==> config.mk <==
export PLATFORM = sky130hd
export DESIGN_NAME = lsq_fwd
export DESIGN_NICKNAME = d
export VERILOG_FILES = /design/src/rtl/lsq_fwd.sv
export SDC_FILE = /design/constraint.sdc
export NUM_CORES = 2
export LEC_CHECK = 0
export ABC_CLOCK_PERIOD_IN_PS = 13660
export CAP_MARGIN = 25
export CORE_AREA = 2 2 580 582
export CTS_CLUSTER_SIZE = 10
export DETAILED_ROUTE_END_ITERATION = 10
export DIE_AREA = 0 0 582 584
export PLACE_DENSITY_LB_ADDON = 0.08
export SYNTH_ARGS = -nofsm -noshare
export SYNTH_HDL_FRONTEND = slang
export SYNTH_SLANG_ARGS = --single-unit
export TNS_END_PERCENT = 10
==> constraint.sdc <==
create_clock -name clock -period 13.66 [get_ports clock]
set_input_delay 3.415 -clock clock [delete_from_list [all_inputs] [get_ports clock]]
set_output_delay 3.415 -clock clock [all_outputs]
set_load 0.005 [all_outputs]
==> src/rtl/lsq_fwd.sv <==
// lsq_fwd: load/store queue with out-of-order load issue, store-to-load forwarding
// and in-order committed store drain to a single-port dcache.
module lsq_fwd #(
   parameter int DEPTH = 8,
   parameter int XLEN = 32,
   parameter int TAG_W = 5,
   parameter int REG_W = 5,
   localparam int IW = $clog2(DEPTH)
) (
   input  logic             clock,
   input  logic             reset,
   input  logic             dp_valid,
   input  logic             dp_is_store,
   input  logic [TAG_W-1:0] dp_tag,
   input  logic [REG_W-1:0] dp_dest,
   input  logic             dp_unsigned,
   output logic             lsq_full,
   output logic [IW-1:0]    lsq_idx,
   input  logic             ex_valid,
   input  logic [IW-1:0]    ex_idx,
   input  logic [XLEN-1:0]  ex_addr,
   input  logic [XLEN-1:0]  ex_data,
   input  logic [1:0]       ex_size,
   input  logic             commit_valid,
   input  logic             flush,
   output logic             dc_req_valid,
   output logic             dc_req_store,
   output logic [XLEN-1:0]  dc_req_addr,
   output logic [XLEN-1:0]  dc_req_data,
   output logic [1:0]       dc_req_size,
   input  logic             dc_resp_valid,
   input  logic [XLEN-1:0]  dc_resp_data,
   output logic             cdb_valid,
   output logic [TAG_W-1:0] cdb_tag,
   output logic [REG_W-1:0] cdb_dest,
   output logic [XLEN-1:0]  cdb_value,
   output logic             st_done_valid,
   output logic [TAG_W-1:0] st_done_tag
);
   localparam logic [2:0] S_FREE = 3'd0, S_WAIT = 3'd1, S_RDY = 3'd2,
                          S_ISS = 3'd3, S_DONE = 3'd4, S_COM = 3'd5;

   logic [2:0]       st [DEPTH];
   logic [2:0]       st_n [DEPTH];
   logic [DEPTH-1:0] e_st, e_uns;
   logic [TAG_W-1:0] e_tag [DEPTH];
   logic [REG_W-1:0] e_dest [DEPTH];
   logic [XLEN-1:0]  e_addr [DEPTH];
   logic [XLEN-1:0]  e_data [DEPTH];
   logic [1:0]       e_size [DEPTH];
   logic [IW:0]      head, tail, head_n, tail_n, n_com;
   logic [IW-1:0]    h, req_idx, ld_sel, fw_sel, cdb_sel, lq_sel;
   logic             req_kill, alloc, ex_ok, commit_ok, free_head, port_free;
   logic             st_launch, ld_launch, ld_resp, fw_fire, ld_go, fw_go;
   logic [XLEN-1:0]  fw_raw, cdb_raw;

   function automatic logic [XLEN-1:0] ext(input logic [XLEN-1:0] v, input logic [1:0] sz,
                                           input logic u);
      return sz == 2'd0 ? {{(XLEN-8){~u & v[7]}}, v[7:0]} :
             sz == 2'd1 ? {{(XLEN-16){~u & v[15]}}, v[15:0]} : v;
   endfunction

   assign h = head[IW-1:0];
   assign lsq_idx = tail[IW-1:0];
   assign lsq_full = (h == tail[IW-1:0]) && (head[IW] != tail[IW]);
   assign alloc = dp_valid && !lsq_full && !flush;
   assign ex_ok = ex_valid && !flush && st[ex_idx] == S_WAIT;
   assign commit_ok = commit_valid && e_st[h] && st[h] == S_RDY;
   assign ld_resp = dc_resp_valid && dc_req_valid && !dc_req_store && !req_kill;
   assign free_head = (dc_resp_valid && dc_req_valid && dc_req_store) || st[h] == S_DONE;
   assign port_free = !dc_req_valid || dc_resp_valid;
   assign st_launch = port_free && st[h] == S_COM && !(dc_req_valid && dc_req_store);
   assign ld_launch = port_free && !st_launch && ld_go && !flush;
   assign lq_sel = st_launch ? h : ld_sel;
   assign fw_fire = fw_go && !ld_resp && !flush;
   assign cdb_sel = ld_resp ? req_idx : fw_sel;
   assign cdb_raw = ld_resp ? dc_resp_data : fw_raw;
   assign head_n = head + {{IW{1'b0}}, free_head};
   assign tail_n = flush ? head_n + n_com : tail + {{IW{1'b0}}, alloc};

   // Walk loads oldest-first; for each, scan its older stores for the youngest word match.
   always_comb begin
      logic [IW-1:0]   ci, cj;
      logic            blk, hit, same;
      logic [XLEN-1:0] hd;
      ld_go = 1'b0;
      ld_sel = '0;
      fw_go = 1'b0;
      fw_sel = '0;
      fw_raw = '0;
      for (int k = 0; k < DEPTH; k++) begin
         ci = h + IW'(k);
         blk = 1'b0;
         hit = 1'b0;
         same = 1'b0;
         hd = '0;
         for (int m = 0; m < DEPTH; m++) begin
            cj = h + IW'(m);
            if (m < k && e_st[cj] && st[cj] != S_FREE) begin
               if (st[cj] == S_WAIT)
                  blk = 1'b1;
               else if (e_addr[cj][XLEN-1:2] == e_addr[ci][XLEN-1:2]) begin
                  hit = 1'b1;
                  same = e_addr[cj] == e_addr[ci] && e_size[cj] == e_size[ci];
                  hd = e_data[cj];
               end
            end
         end
         if (st[ci] == S_RDY && !e_st[ci] && !blk) begin
            if (!hit && !ld_go) begin
               ld_go = 1'b1;
               ld_sel = ci;
            end
            if (hit && same && !fw_go) begin
               fw_go = 1'b1;
               fw_sel = ci;
               fw_raw = hd;
            end
         end
      end
   end

   always_comb begin
      for (int i = 0; i < DEPTH; i++) st_n[i] = st[i];
      if (alloc) st_n[lsq_idx] = S_WAIT;
      if (ex_ok) st_n[ex_idx] = S_RDY;
      if (ld_launch) st_n[ld_sel] = S_ISS;
      if (fw_fire) st_n[fw_sel] = S_DONE;
      if (ld_resp) st_n[req_idx] = S_DONE;
      if (commit_ok) st_n[h] = S_COM;
      if (free_head) st_n[h] = S_FREE;
      n_com = '0;
      for (int i = 0; i < DEPTH; i++) begin
         n_com = n_com + {{IW{1'b0}}, st_n[i] == S_COM};
         if (flush && st_n[i] != S_COM) st_n[i] = S_FREE;
      end
   end

   always_ff @(posedge clock) begin
      if (alloc) begin
         e_st[lsq_idx] <= dp_is_store;
         e_uns[lsq_idx] <= dp_unsigned;
         e_tag[lsq_idx] <= dp_tag;
         e_dest[lsq_idx] <= dp_dest;
      end
      if (ex_ok) begin
         e_addr[ex_idx] <= ex_addr;
         e_data[ex_idx] <= ex_data;
         e_size[ex_idx] <= ex_size;
      end
   end

   always_ff @(posedge clock) begin
      if (reset) begin
         head <= '0;
         tail <= '0;
         for (int i = 0; i < DEPTH; i++) st[i] <= S_FREE;
         dc_req_valid <= 1'b0;
         dc_req_store <= 1'b0;
         dc_req_addr <= '0;
         dc_req_data <= '0;
         dc_req_size <= '0;
         req_idx <= '0;
         req_kill <= 1'b0;
         cdb_valid <= 1'b0;
         cdb_tag <= '0;
         cdb_dest <= '0;
         cdb_value <= '0;
         st_done_valid <= 1'b0;
         st_done_tag <= '0;
      end else begin
         head <= head_n;
         tail <= tail_n;
         for (int i = 0; i < DEPTH; i++) st[i] <= st_n[i];
         if (st_launch || ld_launch) begin
            dc_req_valid <= 1'b1;
            dc_req_store <= st_launch;
            dc_req_addr <= e_addr[lq_sel];
            dc_req_data <= e_data[lq_sel];
            dc_req_size <= e_size[lq_sel];
            req_idx <= lq_sel;
            req_kill <= 1'b0;
         end else if (dc_resp_valid) begin
            dc_req_valid <= 1'b0;
            req_kill <= 1'b0;
         end else if (flush && dc_req_valid && !dc_req_store)
            req_kill <= 1'b1;
         cdb_valid <= (ld_resp || fw_fire) && !flush;
         if (ld_resp || fw_fire) begin
            cdb_tag <= e_tag[cdb_sel];
            cdb_dest <= e_dest[cdb_sel];
            cdb_value <= ext(cdb_raw, e_size[cdb_sel], e_uns[cdb_sel]);
         end
         st_done_valid <= ex_ok && e_st[ex_idx];
         if (ex_ok) st_done_tag <= e_tag[ex_idx];
      end
   end
endmodule
==> impl_metrics.toml <==
[setup_path]
critical-path-top-delay-family = "simple AND/OR/NAND/NOR gates"
crit_type = "reg -> reg"
slowest_stage = "a2111oi_0"
path_buf_inv = 7
start_kind = "register"
r2r_start = "head[0]$_SDFF_PP0_"
worst-r2r-cell-count = 30
r2r_setup_slack_ns = 1.62
crit_path_max_incr_delay_ns = 0.87
crit_path_max_fanout = 53
cp-end-kind = "register"
cp_common_cell = "fa_1"
critPathRequiredTime_ns = 14.43
reg2reg_to = "tail[1]$_SDFF_PP0_"
crit_cells = 30
worstPathArrival_ns = 12.81

[power_and_ir_drop]
switchingPower_w = 0.00144
p_per_area_nw_per_um2 = 59.9
power_frac_comb_pct = 5.4
swShare_pct = 24.8
ir_worst_vdd_uv = 117
seqPwrFrac_pct = 44.7
clkPwrFrac_pct = 49.9
power.total_w = 0.00580
leakage_nw = 32.5
internal_power_w = 0.00437

[synth]
synth_top_area_cell = "edfxtp_1"
synth_area_um2 = 86500
syn_inst = 8458
synth_cell_types = 116
ys_seq_area_share_pct = 25.2
synth_flop_cell = "edfxtp_1"
synth_edf_count = 624
syn_nets = 8598
synth_seq_cells = 777
synth_top_cell_area_share_pct = 21.7
yosysWarnings = 0
async_flop_share_pct = 0
ys_top_cells_by_area = "edfxtp_1, mux4_2, mux2i_1"
avgSynthCellArea_um2 = 10.2

[global_routing]
grt_pass1_wl_um = 743000
track_usage_pct = 32.5
antenna_found_initial = 72
grt_max_degree = 128
grt_pass1_vias = 73600
globalRoute.totalOverflow = 0

[clocking]
cts_sinks = 777
cts_max_level = 3
cts_resized = 0
cts_tree = "done"
cts-root-buf = "clkbuf_16"
numCtsBuffers = 108
cts_hold_buf = 0
postCtsSetupRepairBufs = 0
clkSlewWorstSetupHoldPaths_ns = 0.06
clk_path_buf_depth = 4
clock_latency_ns = 0.92

[detailed_routing]
final_antenna_net_count = 0
drt_wl_total_um = 571000
wl_per_cell_um = 45.0
vias = 79000
dr.pass1.iters = 8
vias_per_cell = 6.22
drc = 0
first_iter_violations = 11500

[timing]
skew_ns = 0.100
fin_crit_ns = 12.04
fin_crit_sh_pct = 88.1
worst_slew_pin_slew_ns = 1.26
final-hold-violation-count = 0
slew_violations = 0
fmaxAchievable_mhz = 83.1
finalSetupViolCount = 0
max-slew-margin-rel_pct = 15.3
rsz0062_at_grt = "false"
setup_slack_ns = 1.62
tns_ns = 0

[finish]
fin_nets = 8357
drive_gt1_share_pct = 19.1
layout_commonest_cell = "mux2i_1"
design_area_um2 = 97000
layout_common_cells = "mux2i_1, nand2_1, mux4_2"
final_cells = 12700
n_fill_cell = 34300
synthToLayoutAreaGrowth_pct = 12.1

[run_status]
status = "finished, final reports clean"

[floorplanning]
dieArea_um2 = 340000
coreArea_um2 = 333000
dieWidth_um = 582
rows = 212
initial_core_util_pct = 26.0
die_h_um = 584
io_pins = 241

[min_path]
min_path_type = "reg -> reg"
whs_endpoint = "cdb_tag[4]$_SDFFE_PP0N_"
min_path_cells = 2
min_from = "cdb_tag[4]$_SDFFE_PP0N_"

[placement]
place_area_um2 = 93300
port_buffers = 240
dp_hpwl_um = 428000
place_congestion = 1.03
dpl.cell_count = 12500
post-place-ws_ns = 1.89

[job]
cap_viol_max_count = 0
[kinds of logic after synthesis]
kind of cell	count (synthesis)	share of synthesized area (%)
adder cells (fa/ha/maj)	20	0.333
buffers and inverters	1001	5.46
AO/OA/AOI/OAI	1406	11.4
AND/OR/NAND/NOR	1949	10.8
XOR/XNOR	1103	11.2
multiplexers	2202	35.5
flip-flops	777	25.2
[metrics by stage]
stage | hold slack (ns) | utilization [%]
floorplan | 0.486 | -
global placement | 0.492 | 28.0
detailed placement | 0.492 | 28.0
CTS | 0.502 | 29.1
global route | 0.520 | 29.1
finish | 0.498 | 29.1
[Yosys cell counts (28+ instances only)]
master,count
a211o_1,70
nand4_1,160
o22ai_1,90
buf_2,148
inv_1,67
a22oi_1,65
and3_1,28
a211oi_1,104
o211ai_1,96
o21a_1,85
dfxtp_1,153
buf_4,79
nand3_1,158
buf_1,124
xnor2_1,623
o21ai_0,227
edfxtp_1,624
buf_6,62
mux2i_1,1255
mux2_2,264
clkbuf_1,506
nor2b_1,85
nor3_1,119
nor4_1,112
nor2_1,317
a21oi_1,283
nand2_1,764
xor2_1,476
a311oi_1,72
mux4_2,666
or3_1,29
o31ai_1,28
nand2b_1,52
[final cells by class]
type / instances / area, um^2 / area share (%)
diodes: 22 / 55.1 / 0.0568
clock buffers: 154 / 3000 / 3.09
clock inverters: 40 / 482 / 0.497
inverters: 73 / 299 / 0.308
multi-input cells: 6680 / 60500 / 62.4
flip-flops and latches: 777 / 21800 / 22.5
well taps: 4387 / 5490 / 5.66
repair buffers: 577 / 5370 / 5.54
[layer usage]
metal	wire, um	up-vias	track usage [%]
met5	215	-	0
met4	21200	32	10.6
met3	59300	709	9.54
met2	226000	4639	44.5
met1	265000	41700	48.0
li1	-	31900	-
[state kept, by name, indices dropped and copies added, names as in the netlist, 3 cells and up]
register and cells:
e_addr 256, e_data 256, e_dest 40, e_tag 40
cdb_value 32, dc_req_addr 32, dc_req_data 32, st 24
e_size 16, e_st 8, e_uns 8, cdb_dest 5
cdb_tag 5, st_done_tag 5, head 4, tail 4
req_idx 3
[worst min-delay path: cells and delay by family, from the launching register on]
kind             cells  cell delay (ns)
DFF                  1             0.32
muxes                1             0.07
and+or+nand+nor      1             0.07
[how the worst max path moves through the flow]
| stage | startpoint | end | slack, ns |
|---|---|---|---|
| after floorplan | ex_idx[2] | tail[1]$_SDFF_PP0_ | 0.57 |
| after global placement | head[0]$_SDFF_PP0_ | tail[1]$_SDFF_PP0_ | 1.18 |
| after detailed placement | head[0]$_SDFF_PP0_ | tail[1]$_SDFF_PP0_ | 1.89 |
| after CTS | head[0]$_SDFF_PP0_ | tail[1]$_SDFF_PP0_ | 1.85 |
| after global routing | head[0]$_SDFF_PP0_ | tail[1]$_SDFF_PP0_ | 1.42 |
| final | head[0]$_SDFF_PP0_ | tail[1]$_SDFF_PP0_ | 1.62 |
[power by group through the flow]
| stage | Sequential [W] | Clock, W | Combinational (W) |
|---|---|---|---|
| after floorplan | 0.00263 | 0 | 0.000140 |
| after global placement | 0.00264 | 0 | 0.000305 |
| after detailed placement | 0.00264 | 0 | 0.000306 |
| after CTS | 0.00259 | 0.00298 | 0.000307 |
| after global routing | 0.00259 | 0.00305 | 0.000325 |
| final | 0.00259 | 0.00290 | 0.000314 |
Power figures use the tool's default switching activity.
